$ cat src/rtl/cfg_spc_pkg.sv
// Shared types and constants for the framed serial-to-parallel configuration register.
package cfg_spc_pkg;

   typedef enum logic [1:0] {
      IDLE  = 2'd0,
      SHIFT = 2'd1,
      FULL  = 2'd2,
      OVER  = 2'd3
   } state_e;

   localparam logic [1:0] ERR_NONE    = 2'b00;
   localparam logic [1:0] ERR_SHORT   = 2'b01;
   localparam logic [1:0] ERR_PARITY  = 2'b10;
   localparam logic [1:0] ERR_OVERRUN = 2'b11;

   localparam int unsigned BIT_CNT_W = 7;

   // Counter must hold 0..FRAME+1 (FRAME+1 marks overrun).
   function automatic int unsigned cnt_width(input int unsigned frame);
      return $clog2(frame + 2);
   endfunction

endpackage

$ cat src/rtl/cfg_frame_ctrl.sv
// Frame control: saturating bit counter, frame state and Strobe evaluation.
module cfg_frame_ctrl
   import cfg_spc_pkg::*;
#(
   parameter int unsigned FRAME = 34
) (
   input  logic                 clk,
   input  logic                 rst,
   input  logic                 shift_en,
   input  logic                 strobe,
   input  logic                 parity_ok,
   output logic                 commit_c,
   output logic                 load_ok,
   output logic                 err,
   output logic [1:0]           err_code,
   output logic [BIT_CNT_W-1:0] bit_cnt
);

   localparam int unsigned CW = cnt_width(FRAME);
   localparam logic [CW-1:0] CNT_FULL = CW'(FRAME);
   localparam logic [CW-1:0] CNT_OVER = CW'(FRAME + 1);

   state_e        state_q, state_d;
   logic [CW-1:0] cnt_q, cnt_d;
   logic          load_ok_q, load_ok_d;
   logic          err_q, err_d;
   logic [1:0]    code_q, code_d;

   always_ff @(posedge clk or posedge rst) begin
      if (rst) begin
         state_q   <= IDLE;
         cnt_q     <= '0;
         load_ok_q <= 1'b0;
         err_q     <= 1'b0;
         code_q    <= ERR_NONE;
      end else begin
         state_q   <= state_d;
         cnt_q     <= cnt_d;
         load_ok_q <= load_ok_d;
         err_q     <= err_d;
         code_q    <= code_d;
      end
   end

   // Strobe wins over shifting; every Strobe closes the frame.
   always_comb begin
      state_d   = state_q;
      cnt_d     = cnt_q;
      load_ok_d = 1'b0;
      err_d     = err_q;
      code_d    = code_q;
      commit_c  = 1'b0;
      if (strobe) begin
         state_d = IDLE;
         cnt_d   = '0;
         case (state_q)
            FULL: begin
               if (parity_ok) begin
                  commit_c  = 1'b1;
                  load_ok_d = 1'b1;
                  err_d     = 1'b0;
                  code_d    = ERR_NONE;
               end else begin
                  err_d  = 1'b1;
                  code_d = ERR_PARITY;
               end
            end
            OVER: begin
               err_d  = 1'b1;
               code_d = ERR_OVERRUN;
            end
            default: begin
               err_d  = 1'b1;
               code_d = ERR_SHORT;
            end
         endcase
      end else if (shift_en) begin
         if (cnt_q != CNT_OVER) begin
            cnt_d = cnt_q + CW'(1);
         end
         if (cnt_d == CNT_OVER) begin
            state_d = OVER;
         end else if (cnt_d == CNT_FULL) begin
            state_d = FULL;
         end else begin
            state_d = SHIFT;
         end
      end
   end

   assign load_ok  = load_ok_q;
   assign err      = err_q;
   assign err_code = code_q;
   assign bit_cnt  = BIT_CNT_W'(cnt_q);

endmodule

$ cat src/rtl/cfg_spc_frame.sv
// Framed serial-to-parallel configuration register with shadow commit and daisy-chain output.
module cfg_spc_frame
   import cfg_spc_pkg::*;
#(
   parameter int unsigned      WIDTH     = 33,
   parameter bit               PARITY_EN = 1'b1,
   parameter logic [WIDTH-1:0] RESET_VAL = '0
) (
   input  logic                 Clk,
   input  logic                 Reset,
   input  logic                 Cfg_in,
   input  logic                 Cfg_en,
   input  logic                 Strobe,
   output logic [WIDTH-1:0]     Cfg_out,
   output logic                 Cfg_sout,
   output logic                 Load_ok,
   output logic                 Err,
   output logic [1:0]           Err_code,
   output logic [BIT_CNT_W-1:0] Bit_cnt
);

   localparam int unsigned FRAME = WIDTH + (PARITY_EN ? 1 : 0);

   logic [FRAME-1:0] shreg_q, shreg_d;
   logic [WIDTH-1:0] cfg_q, cfg_d;
   logic             sout_q, sout_d;
   logic             shift_en;
   logic             parity_ok;
   logic             commit_c;

   assign shift_en  = Cfg_en & ~Strobe;
   assign parity_ok = PARITY_EN ? ~(^shreg_q) : 1'b1;

   cfg_frame_ctrl #(
      .FRAME (FRAME)
   ) u_ctrl (
      .clk       (Clk),
      .rst       (Reset),
      .shift_en  (shift_en),
      .strobe    (Strobe),
      .parity_ok (parity_ok),
      .commit_c  (commit_c),
      .load_ok   (Load_ok),
      .err       (Err),
      .err_code  (Err_code),
      .bit_cnt   (Bit_cnt)
   );

   always_ff @(posedge Clk or posedge Reset) begin
      if (Reset) begin
         shreg_q <= '0;
         cfg_q   <= RESET_VAL;
         sout_q  <= 1'b0;
      end else begin
         shreg_q <= shreg_d;
         cfg_q   <= cfg_d;
         sout_q  <= sout_d;
      end
   end

   // Shift right with the new bit entering at the MSB; works down to a 1-bit frame.
   always_comb begin
      shreg_d = shreg_q;
      sout_d  = sout_q;
      cfg_d   = cfg_q;
      if (shift_en) begin
         shreg_d = FRAME'({Cfg_in, shreg_q} >> 1);
         sout_d  = shreg_q[0];
      end
      if (commit_c) begin
         cfg_d = shreg_q[WIDTH-1:0];
      end
   end

   assign Cfg_out  = cfg_q;
   assign Cfg_sout = sout_q;

endmodule

$ cat config.mk
export PLATFORM = sky130hd
export DESIGN_NAME = cfg_spc_frame
export DESIGN_NICKNAME = d
export VERILOG_FILES = /design/src/rtl/cfg_spc_pkg.sv /design/src/rtl/cfg_frame_ctrl.sv /design/src/rtl/cfg_spc_frame.sv
export SDC_FILE = /design/constraint.sdc
export NUM_CORES = 1
export LEC_CHECK = 0
export ABC_CLOCK_PERIOD_IN_PS = 5500
export BUFFER_PORTS_ARGS = -buffer_cell sky130_fd_sc_hd__buf_2
export CAP_MARGIN = 20
export CORE_UTILIZATION = 45
export CTS_CLUSTER_SIZE = 14
export DETAILED_ROUTE_END_ITERATION = 6
export PLACE_DENSITY_LB_ADDON = 0.1
export SLEW_MARGIN = 10
export SYNTH_ARGS = -nofsm -noshare
export SYNTH_HDL_FRONTEND = slang
export SYNTH_SLANG_ARGS = --single-unit
$ cat constraint.sdc
create_clock -name Clk -period 5.5 [get_ports Clk]
set_input_delay 1.1 -clock Clk [delete_from_list [all_inputs] [get_ports Clk]]
set_output_delay 1.1 -clock Clk [all_outputs]
set_load 0.02 [all_outputs]
### Yosys cells after proc, flatten, opt, wreduce, memory -nomap -nowiden

Index checks and enable logic that the tools add are counted.

| word-level totals | value |
|---|---|
| memory bits (writable) | 0 |
| bits in read-only memories | 0 |
| word-level logic and storage cells | 34 |
| bits in latches | 0 |
| memories kept | 0 |
| register bits after elaboration | 80 |

| cells by class | value |
|---|---|
| reduce and logical (&&, ||, !) cells | 2 |
| divide/modulo/power cells | 0 |
| muxes and demuxes | 16 |
| $lt $le $gt $ge | 0 |
| eq/ne operators | 5 |
| multiply operators | 0 |
| shifts and indexed selects | 0 |
| add/subtract/negate cells | 1 |
| bitwise gates (word level) | 2 |

Operators by type and width:

| cell | number |
|---|---|
| $reduce_xor A34 Y1 | 1 |
| $mux W6 | 5 |
| $eq A6 B6 Y1 const B | 2 |
| $mux W2 | 5 |
| $add A6 B1 Y6 const B | 1 |
| $ne A6 B6 Y1 const B | 1 |
| $mux W1 | 5 |
| $eq A2 B2 Y1 const B | 2 |
| $pmux W2 S2 | 1 |
| $reduce_bool A2 Y1 | 1 |
| $and A1 B1 Y1 | 1 |
| $not A1 Y1 | 1 |

### Longest topological paths before layout

| depth | value |
|---|---|
| depth after elaboration | 9 |
| mapped depth | 7 |

### Hierarchy

Synthesis repeated with hierarchy kept, for this count alone.

| unflattened totals | value |
|---|---|
| cells, all modules | 246 |
| area total of the unflattened synthesis | 3460.8 sq um |

By module, submodules not included:

| module | area each (sq um) | seq. area each (sq um) | cells each | times used |
|---|---|---|---|---|
| cfg_spc_frame | 2812.7 | 1701.6 | 178 | 1 |
| cfg_frame_ctrl | 648.1 | 300.3 | 68 | 1 |

### Least setup slack after synthesis

OpenSTA, ideal clock, no wires.

| path | value |
|---|---|
| kind | input-to-reg |
| start | input port Cfg_en |
| end | register shreg_q[33] |
| slack | 2.899 ns |
| stages on the path | 5 |
| arrival | 2.477 ns |
| data required time | 5.375 ns |
| setup time | 0.125 ns |
| path through | clkbuf_1 -> nor2b_1 -> clkbuf_1 -> buf_1 -> mux2_2 |

| on the way | value |
|---|---|
| word-level cells in the longest chain between the ends | 1 |

RTL lines:

| item | RTL line | source |
|---|---|---|
| start, declared | cfg_spc_frame.sv:12 | `input logic Cfg_en,` |
| $and A1 B1 Y1 | cfg_spc_frame.sv:31 | `assign shift_en = Cfg_en & ~Strobe;` |
| end signal, assigned | cfg_spc_frame.sv:55 | `shreg_q <= shreg_d;` |
| end, declared | cfg_spc_frame.sv:24 | `logic [FRAME-1:0] shreg_q, shreg_d;` |

No other way between the ends.
A chain may end at the register's enable or synchronous reset.

### Worst setup path in the final report

| path | value |
|---|---|
| start | register shreg_q[18] |
| end | register cfg_q[31] (netlist: Cfg_out[31]) |

| on the way | value |
|---|---|
| word-level cells in the longest chain between the ends | 4 |

RTL lines:

| item | RTL line | source |
|---|---|---|
| $reduce_xor A34 Y1 | cfg_spc_frame.sv:32 | `assign parity_ok = PARITY_EN ? ~(^shreg_q) : 1'b1;` |
| $mux W1 | cfg_frame_ctrl.sv:58 | `if (parity_ok) begin` |
| $mux W1 | cfg_frame_ctrl.sv:56 | `case (state_q)` |
| $mux W1 | cfg_frame_ctrl.sv:53 | `if (strobe) begin` |
| end signal, assigned | cfg_spc_frame.sv:56 | `cfg_q <= cfg_d;` |
| end, declared | cfg_spc_frame.sv:25 | `logic [WIDTH-1:0] cfg_q, cfg_d;` |

No other way between the ends.

==> metrics.md <==
| Metric | Value |
|---|---|
| Critical path startpoint category | flip-flop |
| Setup TNS | 0 ps |
| Clock power frac | around 31% |
| Grt ovf | 0 |
| Xor and xnor fraction of the mapped netlist area | 10.1% |
| Dpl cell area | approximately 3800 um2 |
| PortBufs | 48 |
| EDFF count, synth | 0 |
| Status | complete, no violations |
| Mapped Area | around 3500 um2 |
| Ant diodes | 0 |
| Overall power | 1.67 mW |
| Hold EP | u_ctrl.err_code[0] |
| Final worst path period share | 51.4% |
| Hold WS | around 490 ps |
| Setup Skew | 9.24 ps |
| Via Count | 1,952 |
| Syn nets | between 200 and 300 |
| CTS tree | built |
| Synth Area in Compound Gates | 2.25% |
| Flop pwr share | ~42% |
| Final instance area | 4050 um2 |
| Setup bufs post-CTS | 0 |
| Die Wd | about 90 um |
| Synth Register Bits | 80 |
| Part of the Yosys area used for sequential elements | 57.2% |
| Routed Antenna Nets | 0 |
| Setup slack after layout | between 2000 and 3000 ps |
| Switching share of power | 26.8% |
| Die area | between 8000 and 9000 um2 |
| Mux cell area share after synthesis | between 20 and 25% |
| Root Buffer | clkbuf_8 |
| Non-filler cells, final | 398 |
| # rows | 31 |
| Top delay family on crit path | XOR/XNOR gates |
| Post-DP HPWL | ~3700 um |
| CTS hold repair buffers | 0 |
| Post-Place Worst Slack | 2550 ps |
| Highest Signal Layer | met4 |
| RSZ-0062 raised after global routing | no |
| Worst-Margin Slew | 997 ps |
| First-pass GRT wire length | 9580 um |
| Clock Latency Late Sink | 340 ps |
| Worst setup EP type | flip-flop |
| Fmax | 0.354 GHz |
| Most frequent cells in the layout | dfrtp_1, mux2_2, buf_2 |
| Total Nets Final | 300 |
| Min Tclk post-route | 2830 ps |
| CTS resizes | 0 |
| Wirelength, routed | between 5000 and 6000 um |
| Largest family of logic cells by synthesized area | multiplexers |
| Initial antenna violation count | 0 |
| # fillers | 647 |
| Worst setup path class | reg -> reg |
| Initial core utilization | 47.5% |
| R2R Setup Slk | 2670 ps |
| Cell Chain, Critical Path | xor2_1 > xnor2_1 > xnor2_1 > xnor3_2 > mux2i_4 > buf_4 > mux2_2 |
| Synth Flop Type | dfrtp_1 |
| Post-Synth Adder-Cell Area | 0.358% |
| Die height | 90.2 um |
| Final core occ | 54.9% |
| Internal Power | between 1 and 1.5 mW |
| Share of cells above drive strength 1 | 45.8% |
| Average routed wire per standard cell | 14.1 um |
| CP max FO | 21 |
| HP Class | reg -> reg |
| Final Hold Fails | 0 |
| Clock Path Buffers | 2 |
| Synth-to-Final Area Change | 15.6% |
| Clk sink count | 80 |
| CTS Buf Count | 9 |
| Post-Synth Simple-Gate Area | 3.83% |
| R2R Path End | Cfg_out[31] |
| Most frequent CP cell | xnor2_1 |
| Final-report max-slew violation count | 0 |
| DR pass1 iterations | 4 |
| Vias/cell | about 5 |
| Setup-failing EPs final | 0 |
| Peak VDD IR | 0.213 mV |
| Ys Warns | 0 |
| Synth cell types | 33 |
| Pin count of the biggest net entering global routing | 58 |
| Hold Crit Depth | 1 |
| Max-Cap Viols | 0 |
| P_sw | around 0.45 mW |
| Slowest stage delay, CP | 500 ps |
| Clock transition at path regs | 80 ps |
| Leak Pwr | roughly 2.1 nW |
| Residual DRC count | 0 |
| Placed cells | between 300 and 400 |
| Synth Instances | 246 |
| Worst path slowest cell | xnor3_2 |
| Commonest non-fill, non-tap cell in the layout | dfrtp_1 |
| R2R cell count | 7 |
| Power Density | about 410 nW/um2 |
| Total GRT Usage | 14.9% |
| Combinational share of power | 26.6% |
| H-tree depth | 3 |
| Vias in the first global route | 1,978 |
| Wire length on met3 | 178 um |
| Max-slew headroom | between 30% and 40% |
| 1st-iter DRT viols | 56 |
| Core area | roughly 7400 um2 |
| Reg2reg start | shreg_q[18] |
| Crit path buffers/inverters | 1 |
| Worst EP required | between 5000 and 6000 ps |
| Worst path arrival time | 3050 ps |
| Gp weighted congestion | 0.703 |
| Met1 WL | 2820 um |
| Met2 wire length | about 2500 um |
| Ys async rst share | 100% |
| IO Count | 50 |
| Min-delay src | u_ctrl.err_code[0] |
| Syn Area/Cell | approximately 14 um2 |
## metal layers
metal | track usage, % | vias up
met2 | 22.0 | 33
met3 | 3.21 | 9
met5 | 0 | -
met4 | 7.26 | 0
met1 | 21.0 | 969
li1 | - | 941
## state kept, by name, summed over array words and instances (netlist names)
register         cells
shreg_q             34
Cfg_out             33
u_ctrl.cnt_q         6
u_ctrl.err_code      2
u_ctrl.state_q       2
Cfg_sout             1
u_ctrl.err           1
u_ctrl.load_ok       1
## power groups by stage
stage	clock, mW	combinational [mW]	sequential (mW)
after floorplan	0	0.390	0.701
after global placement	0	0.450	0.719
after detailed placement	0	0.449	0.719
after CTS	0.532	0.453	0.708
after global routing	0.553	0.481	0.720
final	0.519	0.444	0.706
## area by class of cell
| class | count | area [um2] | share of cell area, % |
|---|---|---|---|
| Timing Repair Buffer | 50 | 255 | 6.31 |
| Clock buffer | 11 | 141 | 3.50 |
| Multi-Input combinational cell | 148 | 1400 | 34.6 |
| Sequential cell | 80 | 2000 | 49.5 |
| Clock inverter | 5 | 104 | 2.57 |
| Inverter | 5 | 20.0 | 0.495 |
| Tap cell | 99 | 124 | 3.06 |
## worst max path at each step
stage,startpoint,end,slack [ps],depth (start not counted)
finish,shreg_q[18],Cfg_out[31],2670,7
global placement,Strobe,Cfg_out[17],2580,6
floorplan,Reset,Cfg_out[0],2350,1
CTS,shreg_q[18],Cfg_out[31],2590,7
global route,shreg_q[29],Cfg_out[17],2470,7
detailed placement,Strobe,Cfg_out[31],2550,6
## cell usage after synthesis (2+ instances only)
master	count	area (um2)
clkbuf_1	7	26.3
inv_1	5	18.8
dfrtp_1	80	2000
nand2_1	4	15.0
buf_8	3	45.0
a21oi_1	4	20.0
mux2_2	67	754
nand3b_1	2	15.0
xnor2_1	26	228
nand3_1	5	25.0
mux2_1	2	22.5
o21ai_0	2	10.0
xor2_1	9	78.8
nand4_1	3	18.8
nor2_1	6	22.5
o21a_1	2	15.0
buf_1	2	7.51
nor2b_1	2	12.5
## logic make-up (layout without fill, tap and decap cells)
family | after synthesis | count (layout)
flip-flops | 80 | 80
XOR/XNOR | 37 | 37
other | 1 | 1
AO/OA/AOI/OAI | 12 | 12
buffers and inverters | 18 | 71
multiplexers | 71 | 71
AND/OR/NAND/NOR | 26 | 26
adder cells (fa/ha/maj) | 1 | 1
No activity file was read; power rests on OpenSTA's default activity.
